--- src/rtl/run_length_encoder_pkg.sv ---
// Shared definitions for the run-length encoder: FSM encodings and default widths.
// Pairs are packed as {value, count}, value in the MSBs, DATA_W+CNT_W bits wide.
package run_length_encoder_pkg;

  localparam int RLE_DATA_W = 16;
  localparam int RLE_CNT_W  = 4;
  localparam int RLE_DEPTH  = 8;

  typedef enum logic {
    ST_IDLE = 1'b0,
    ST_RUN  = 1'b1
  } rle_state_e;

endpackage

--- src/rtl/run_length_encoder_fifo.sv ---
// Show-ahead synchronous FIFO holding packed (value, count) pairs.
// Pushes while full are ignored unless a pop happens on the same edge.
module rle_fifo #(
  parameter int WIDTH = 20,
  parameter int DEPTH = 8
) (
  input  logic                       clk,
  input  logic                       rst_n,
  input  logic                       push_i,
  input  logic [WIDTH-1:0]           din_i,
  input  logic                       pop_i,
  output logic [WIDTH-1:0]           dout_o,
  output logic                       full_o,
  output logic                       empty_o,
  output logic [$clog2(DEPTH):0]     level_o
);

  localparam int AW    = $clog2(DEPTH);
  localparam int LVL_W = AW + 1;

  logic [WIDTH-1:0] mem_q [DEPTH];
  logic [AW-1:0]    wr_ptr_q, wr_ptr_d;
  logic [AW-1:0]    rd_ptr_q, rd_ptr_d;
  logic [LVL_W-1:0] level_q, level_d;
  logic             push_ok, pop_ok;

  assign empty_o = (level_q == '0);
  assign full_o  = (level_q == LVL_W'(DEPTH));
  assign pop_ok  = pop_i && !empty_o;
  // When full, the write lands in the slot the simultaneous pop vacates.
  assign push_ok = push_i && (!full_o || pop_ok);

  always_comb begin
    wr_ptr_d = wr_ptr_q;
    rd_ptr_d = rd_ptr_q;
    level_d  = level_q;
    if (push_ok) wr_ptr_d = wr_ptr_q + 1'b1;
    if (pop_ok)  rd_ptr_d = rd_ptr_q + 1'b1;
    case ({push_ok, pop_ok})
      2'b10:   level_d = level_q + 1'b1;
      2'b01:   level_d = level_q - 1'b1;
      default: level_d = level_q;
    endcase
  end

  always_ff @(posedge clk or negedge rst_n) begin
    if (!rst_n) begin
      wr_ptr_q <= '0;
      rd_ptr_q <= '0;
      level_q  <= '0;
    end else begin
      wr_ptr_q <= wr_ptr_d;
      rd_ptr_q <= rd_ptr_d;
      level_q  <= level_d;
    end
  end

  always_ff @(posedge clk) begin
    if (push_ok) mem_q[wr_ptr_q] <= din_i;
  end

  assign dout_o  = empty_o ? '0 : mem_q[rd_ptr_q];
  assign level_o = level_q;

endmodule

--- src/rtl/run_length_encoder.sv ---
// Run-length encoder: folds equal consecutive samples into (value, count) pairs
// and queues them for a valid/ready consumer; drops and flags pairs when full.
module run_length_encoder
  import run_length_encoder_pkg::*;
#(
  parameter int DATA_W = RLE_DATA_W,
  parameter int CNT_W  = RLE_CNT_W,
  parameter int DEPTH  = RLE_DEPTH
) (
  input  logic                     clk,
  input  logic                     rst_n,
  input  logic                     data_start,
  input  logic [DATA_W-1:0]        data,
  input  logic                     rle_ready,
  output logic                     rle_valid,
  output logic [DATA_W-1:0]        rle_value,
  output logic [CNT_W-1:0]         rle_count,
  output logic                     overflow,
  output logic [$clog2(DEPTH):0]   fifo_level
);

  localparam int PAIR_W = DATA_W + CNT_W;
  localparam logic [CNT_W-1:0] CNT_MAX = '1;

  rle_state_e        state_q, state_d;
  logic [DATA_W-1:0] cur_value_q, cur_value_d;
  logic [CNT_W-1:0]  cur_count_q, cur_count_d;
  logic              overflow_q, overflow_d;

  logic              pair_push;
  logic              fifo_push, fifo_pop;
  logic              fifo_full, fifo_empty;
  logic [PAIR_W-1:0] fifo_dout;

  always_comb begin
    state_d     = state_q;
    cur_value_d = cur_value_q;
    cur_count_d = cur_count_q;
    pair_push   = 1'b0;
    case (state_q)
      ST_IDLE: begin
        if (data_start) begin
          cur_value_d = data;
          cur_count_d = CNT_W'(1);
          state_d     = ST_RUN;
        end
      end
      ST_RUN: begin
        if (!data_start) begin
          pair_push = 1'b1;
          state_d   = ST_IDLE;
        end else if (data != cur_value_q) begin
          pair_push   = 1'b1;
          cur_value_d = data;
          cur_count_d = CNT_W'(1);
        end else if (cur_count_q == CNT_MAX) begin
          // Saturated run: emit a full pair and keep counting the same value.
          pair_push   = 1'b1;
          cur_count_d = CNT_W'(1);
        end else begin
          cur_count_d = cur_count_q + 1'b1;
        end
      end
      default: state_d = ST_IDLE;
    endcase
  end

  assign fifo_pop   = !fifo_empty && rle_ready;
  assign fifo_push  = pair_push && (!fifo_full || fifo_pop);
  assign overflow_d = overflow_q | (pair_push && fifo_full && !fifo_pop);

  always_ff @(posedge clk or negedge rst_n) begin
    if (!rst_n) begin
      state_q     <= ST_IDLE;
      cur_value_q <= '0;
      cur_count_q <= '0;
      overflow_q  <= 1'b0;
    end else begin
      state_q     <= state_d;
      cur_value_q <= cur_value_d;
      cur_count_q <= cur_count_d;
      overflow_q  <= overflow_d;
    end
  end

  rle_fifo #(
    .WIDTH (PAIR_W),
    .DEPTH (DEPTH)
  ) u_fifo (
    .clk     (clk),
    .rst_n   (rst_n),
    .push_i  (fifo_push),
    .din_i   ({cur_value_q, cur_count_q}),
    .pop_i   (fifo_pop),
    .dout_o  (fifo_dout),
    .full_o  (fifo_full),
    .empty_o (fifo_empty),
    .level_o (fifo_level)
  );

  assign rle_valid = !fifo_empty;
  assign rle_value = fifo_dout[PAIR_W-1:CNT_W];
  assign rle_count = fifo_dout[CNT_W-1:0];
  assign overflow  = overflow_q;

endmodule
--- config.mk ---
export PLATFORM = sky130hd
export DESIGN_NAME = run_length_encoder
export DESIGN_NICKNAME = d
export VERILOG_FILES = /design/src/rtl/run_length_encoder_pkg.sv /design/src/rtl/run_length_encoder_fifo.sv /design/src/rtl/run_length_encoder.sv
export SDC_FILE = /design/constraint.sdc
export NUM_CORES = 1
export LEC_CHECK = 0
export ABC_AREA = 1
export CORE_ASPECT_RATIO = 0.6
export CORE_MARGIN = 2
export CORE_UTILIZATION = 40
export DETAILED_ROUTE_END_ITERATION = 8
export HOLD_SLACK_MARGIN = 0.02
export SETUP_SLACK_MARGIN = 0.5
export SYNTH_ARGS = -nofsm -noshare
export SYNTH_HDL_FRONTEND = slang
export SYNTH_SLANG_ARGS = --single-unit
--- constraint.sdc ---
create_clock -name clk -period 3.4 [get_ports clk]
set_clock_uncertainty 0.15 [all_clocks]
set_input_delay 1.02 -clock clk [delete_from_list [all_inputs] [get_ports clk]]
set_output_delay 1.02 -clock clk [all_outputs]
set_load 0.005 [all_outputs]
Word level (Yosys, flattened, before mapping)
Memories as Yosys holds them, arrays and structs flattened.
Cells that the tools add are included.
{"block": "word_totals", "input_bits": 20, "ff_bits": 32, "memories": 1, "ramBits": 160}
{"block": "classes", "muxes": 18, "n_reduce_logical": 15, "n_addsub": 5, "bitwise_logic": 2, "eq_ne": 8}
{"name": "u_fifo.mem_q", "depth": 8, "width": 20, "rd": 1, "rd_ports_with_merged_regs": 0, "write_ports": 1, "line": "run_length_encoder_fifo.sv:21", "source": "logic [WIDTH-1:0] mem_q [DEPTH];"}
{"cell": "two-way mux 16 bit", "count": 3}
{"cell": "one-hot mux 16 bit (2 select lines)", "count": 1}
{"cell": "two-way mux 20 bit", "count": 1}
{"cell": "two-way mux 4 bit", "count": 4}
{"cell": "inequality test 16 bit", "count": 1}
{"cell": "one-hot mux 4 bit (2 select lines)", "count": 2}
{"cell": "adder 4 x 1 -> 4 bit (second input constant)", "count": 2}
{"cell": "equality test 4 bit (second input constant)", "count": 2}
{"cell": "two-way mux 1 bit", "count": 7}
{"cell": "adder 3 x 1 -> 3 bit (second input constant)", "count": 2}
{"cell": "logical AND 1 bit", "count": 6}
{"cell": "zero test 4 bit", "count": 1}
{"cell": "inequality test 2 bit (second input constant)", "count": 2}
{"cell": "subtractor 4 x 1 -> 4 bit (second input constant)", "count": 1}
{"cell": "zero test 1 bit", "count": 3}
{"cell": "AND reduction 3 bit", "count": 1}
{"cell": "equality test 2 x 1 -> 1 bit (second input constant)", "count": 1}
{"cell": "equality test 2 bit (second input constant)", "count": 1}
{"cell": "logical OR 1 bit", "count": 2}
{"cell": "inequality test 2 x 1 -> 1 bit (second input constant)", "count": 1}
{"cell": "AND reduction 2 bit", "count": 1}
{"cell": "nonzero test 2 bit", "count": 1}
{"cell": "inverter 1 bit", "count": 1}
{"cell": "bitwise OR 1 bit", "count": 1}

Depth between registers and ports, before layout
{"block": "depth", "depth_word": 9, "ltp_mapped": 16, "depth_no_buf": 15}

Cells and area by module
From an unflattened synthesis, not the netlist that was laid out.
{"block": "unflattened", "hier_cells": 765, "area_unflattened_um2": 8289.2}
{"mod": "rle_fifo", "area_each_um2": 7001.7, "instances": 1, "seq_area_each_um2": 5054.8, "cells_each": 574}
{"mod": "run_length_encoder", "area_each_um2": 1287.5, "instances": 1, "seq_area_each_um2": 550.5, "cells_each": 191}

Least setup slack after synthesis
OpenSTA, ideal clock, no wires.
{"block": "synth_path", "kind": "in2reg", "start": "input port data[9]", "end": "memory u_fifo.mem_q[0][0], enable pin", "n_path_buf": 1, "required_ps": 2853, "path_stages": 10, "setup_slack_ps": 282, "setup_time_ps": 397, "arrival_time_ps": 2571, "path_cell_list": "inv_1 nand2_1 nand2_1 nor2_1 nand2_1 nor2_4 nand3_4 nand3_2 buf_6 nor2_1"}
{"block": "synth_via", "elab_chain_len": 8}
{"item": "from (decl)", "line": "run_length_encoder.sv:13", "source": "input logic [DATA_W-1:0] data,"}
{"item": "inequality test 16 bit", "line": "run_length_encoder.sv:52", "source": "end else if (data != cur_value_q) begin"}
{"item": "two-way mux 1 bit", "line": "run_length_encoder.sv:52"}
{"item": "two-way mux 1 bit", "line": "run_length_encoder.sv:49", "source": "if (!data_start) begin"}
{"item": "two-way mux 1 bit", "line": "run_length_encoder.sv:40", "source": "case (state_q)"}
{"item": "logical AND 1 bit", "line": "run_length_encoder.sv:69", "source": "assign fifo_push = pair_push && (!fifo_full || fifo_pop);"}
{"item": "logical AND 1 bit", "line": "run_length_encoder_fifo.sv:31", "source": "assign push_ok = push_i && (!full_o || pop_ok);"}
{"item": "two-way mux 1 bit", "line": "run_length_encoder_fifo.sv:59", "source": "if (push_ok) mem_q[wr_ptr_q] <= din_i;"}
{"item": "two-way mux 1 bit (not written as such)", "line": "run_length_encoder_fifo.sv:59"}
{"item": "to (decl)", "line": "run_length_encoder_fifo.sv:21"}
No other way between the ends.

Final worst setup path
{"block": "layout_path", "start": "register u_fifo.rd_ptr_q[0]", "end": "output port rle_value[5]"}
{"block": "layout_via", "elab_chain_len": 2}
{"item": "from (decl)", "line": "run_length_encoder_fifo.sv:23", "source": "logic [AW-1:0] rd_ptr_q, rd_ptr_d;"}
{"item": "from (signal assigned)", "line": "run_length_encoder_fifo.sv:53", "source": "rd_ptr_q <= rd_ptr_d;"}
{"item": "memory read (8 x 20 bit)"}
{"item": "two-way mux 20 bit", "line": "run_length_encoder_fifo.sv:62", "source": "assign dout_o = empty_o ? '0 : mem_q[rd_ptr_q];"}
{"item": "to (decl)", "line": "run_length_encoder.sv:16", "source": "output logic [DATA_W-1:0] rle_value,"}
No other way between the ends.

==> results.yml <==
power_and_ir_drop:
  vdd_drop_max_mv: 0.435
  power_frac_seq_pct: 34.2
  power_leakage_nw: 4.11
  swShare_pct: 35.9
  power_w: 0.00907
  internal_power_w: 0.00582
  p_switching_w: 0.00325
  p_clk_share_pct: 22.7
  power.density_nw_per_um2: 849
  power_frac_comb_pct: 43.2
critical_path:
  crit_type: "reg -> out"
  cp_max_fo: 14
  arrival_ns: 2.04
  cp-end-kind: "output pin"
  start_kind: "flop"
  required_ns: 2.23
floorplan:
  start_util_pct: 40.8
  coreArea_sq_um: 20000
  rows: 40
  die_w_um: 188
  die_y_um: 115
  ios: 46
  dieArea_sq_um: 21600
finish:
  drive_gt1_share_pct: 26.5
  area_growth_pct: 30.8
  fillers: 1671
  seq_area_sq_um: 5610
  fin_cells: 1099
  multi_input_area_sq_um: 2520
  fin_nets: 838
run:
  drv_cap: 0
sta:
  finalSetupViolCount: 0
  grt_setup_unrepaired: "true"
  drv_slew: 0
  min_period_ns: 3.21
  hold_ws_ns: 0.341
  tightest_slew_ns: 0.535
  slew_headroom_pct: 64.2
  fmax_mhz: 312
  hold_viol: 0
  fin_crit_sh_pct: 94.4
detailed_routing:
  first_iter_violations: 674
  vias_per_cell: 5.34
  drcViolationCount: 0
  drtPass1Iterations: 5
  routed_wirelength_um: 21200
  drtAntennaViolNets: 0
  wl_per_cell_um: 19.3
  route.vias.total: 5870
synth:
  ys_seq_area_share_pct: 68.6
  synth_area_sq_um: 8170
  yosysTopAreaCell: "edfxtp_1"
  synth_seq_cells: 192
  netlist_top_cells_area: "edfxtp_1 (59%), dfrtp_1 (9.8%), nor2_1 (8.4%)"
  synth_top_area_share_pct: 58.8
  ys_warn_count: 0
  syn_inst: 709
  synth_edf_count: 160
  synthFlopType: "edfxtp_1"
  ys_async_sr_fraction_pct: 16.7
  ys_types: 33
  synth_commonest_cells: "nor2_1 (182), edfxtp_1 (160), nand2_1 (88), o21ai_0 (57), inv_1 (42)"
  synthMostInstantiatedCell: "nor2_1"
  synth_fp_nets: 735
  synth.avg_cell_area_sq_um: 11.5
global_routing:
  grt_pass1_wl_um: 32800
  track_usage_pct: 20.3
  grt_start_max_net_pins: 59
  grt_pass1_vias: 5793
  antenna_found_initial: 0
  grt_overflow: 0
clocking:
  cts_buffers: 17
  holdBufCountCts: 0
  cts-root-buf: "clkbuf_16"
  h-tree-depth: 4
  tritoncts: "done"
  clkSinkCount: 192
  clockBufferDepth: 2
  clkTransAtPathRegs_ns: 0.07
  clk_latency_ns: 0.42
run_status:
  status: "finished, final reports clean"
min_path:
  hp-class: "reg -> reg"
placement:
  dpl.hpwl_um: 11200
  port_buffers: 45
  gp_congestion: 0.780
  placedCellCount: 1034
worst max-delay path, stage by stage (launching register included):
cell	delay (ns)
dfrtp_2	0.47
buf_4	0.16
buf_12	0.12
buf_16	0.15
o21ai_0	0.23
o32ai_1	0.11
o21ai_1	0.17
nor2_2	0.07
buf_2	0.13
cell usage in the layout, fill, tap and decap left out, types with 3 or more instances in the layout:
master	synthesis	routed
inv_8	0	4
nand4_1	5	5
buf_16	0	7
o32ai_1	40	18
nor2_1	182	162
o21ai_2	14	23
dfrtp_1	32	30
buf_4	1	43
dlymetal6s2s_1	0	13
o21ai_0	57	19
inv_2	2	4
edfxtp_1	160	160
buf_2	9	17
inv_6	0	5
nand3_4	2	3
clkdlybuf4s50_1	0	8
nor2_4	2	7
clkdlybuf4s15_2	0	3
dlygate4sd2_1	0	4
nand3_1	11	11
o21ai_1	6	34
clkbuf_16	0	18
inv_1	42	39
o32ai_2	0	22
nand2_1	88	88
buf_6	2	3
xor2_1	7	6
ha_1	6	3
buf_12	1	21
xnor2_1	3	3
nor2_2	2	17
state kept, by name, summed over array words and instances (netlist names):
register	cells
u_fifo.mem_q	160
u_fifo.level_o	4
overflow	1
cur_value_q	16
u_fifo.rd_ptr_q	3
u_fifo.wr_ptr_q	3
cur_count_q	4
state_q	1
metrics by stage:
stage | TNS (ns) | area [sq um] | worst slack, ns | util, %
6_report | 0 | 10700 | 0.192 | 53.4
3_5_place_dp | -0.179 | 9290 | -0.179 | 46.4
2_1_floorplan | 0 | 8170 | 0.282 | -
4_1_cts | 0 | 10500 | 0.189 | 52.3
3_3_place_gp | -0.0146 | 9290 | -0.0146 | 46.4
5_1_grt | 0 | 10700 | 0.128 | 53.3
worst paths after layout:
path / start / endpoint / slack (ns) / cells after the start
setup reg to reg: cur_value_q[0]$_DFFE_PN0P_ / u_fifo.level_o[2]$_DFFE_PN0P_ / 0.86 / 15
max in group asynchronous: rst_n / cur_value_q[2]$_DFFE_PN0P_ / 1.69 / 2
setup / recovery: u_fifo.rd_ptr_q[0]$_DFFE_PN0P_ / rle_value[5] / 0.19 / 8
hold / removal: overflow$_DFF_PN0_ / overflow$_DFF_PN0_ / 0.34 / 1
min in group asynchronous: rst_n / cur_count_q[2]$_DFFE_PN0P_ / 0.80 / 1
hold reg to reg: overflow$_DFF_PN0_ / overflow$_DFF_PN0_ / 0.34 / 1
per-layer routing:
| layer | GRT usage (%) | vias up | part of all wire [%] |
|---|---|---|---|
| met3 | 3.34 | 30 | 6.2 |
| met2 | 32.5 | 229 | 47 |
| li1 | - | 2690 | - |
| met4 | 5.36 | 0 | 1.4 |
| met1 | 28.9 | 2921 | 46 |
| met5 | 0 | - | 0 |
power groups by stage:
stage	clock network (W)	logic [W]	registers (W)
after floorplan	0	0.00159	0.00307
after global placement	0	0.00288	0.00310
after detailed placement	0	0.00296	0.00312
after CTS	0.00207	0.00369	0.00309
after global routing	0.00217	0.00421	0.00313
final	0.00206	0.00392	0.00310
final cells by class:
| class | instances | area share, % |
|---|---|---|
| sequential | 192 | 52.5 |
| multi-input combinational | 435 | 23.6 |
| timing repair buffer | 122 | 13.3 |
| clock buffer | 17 | 3.98 |
| tap | 273 | 3.20 |
| clock inverter | 15 | 1.78 |
| inverter | 44 | 1.59 |
| antenna | 1 | 0.0234 |
cell families after synthesis:
kind of cell             Yosys count  synth area share, %
XOR/XNOR                          10                 1.07
AND/OR/NAND/NOR                  297                 14.8
flip-flops                       192                 68.6
adder cells (fa/ha/maj)            6                0.919
AO/OA/AOI/OAI                    121                 9.96
multiplexers                       1                0.138
buffers and inverters             82                 4.47
what timing repair did:
item / 4_1_cts / 5_1_grt
gates cloned: 7 / 1
gates resized for setup: 170 / 49
endpoints found under the setup margin: 24 / 24
setup buffers: 24 / 0
pin swaps: 48 / 45
Note: power is estimated with default switching activity, not from simulation.
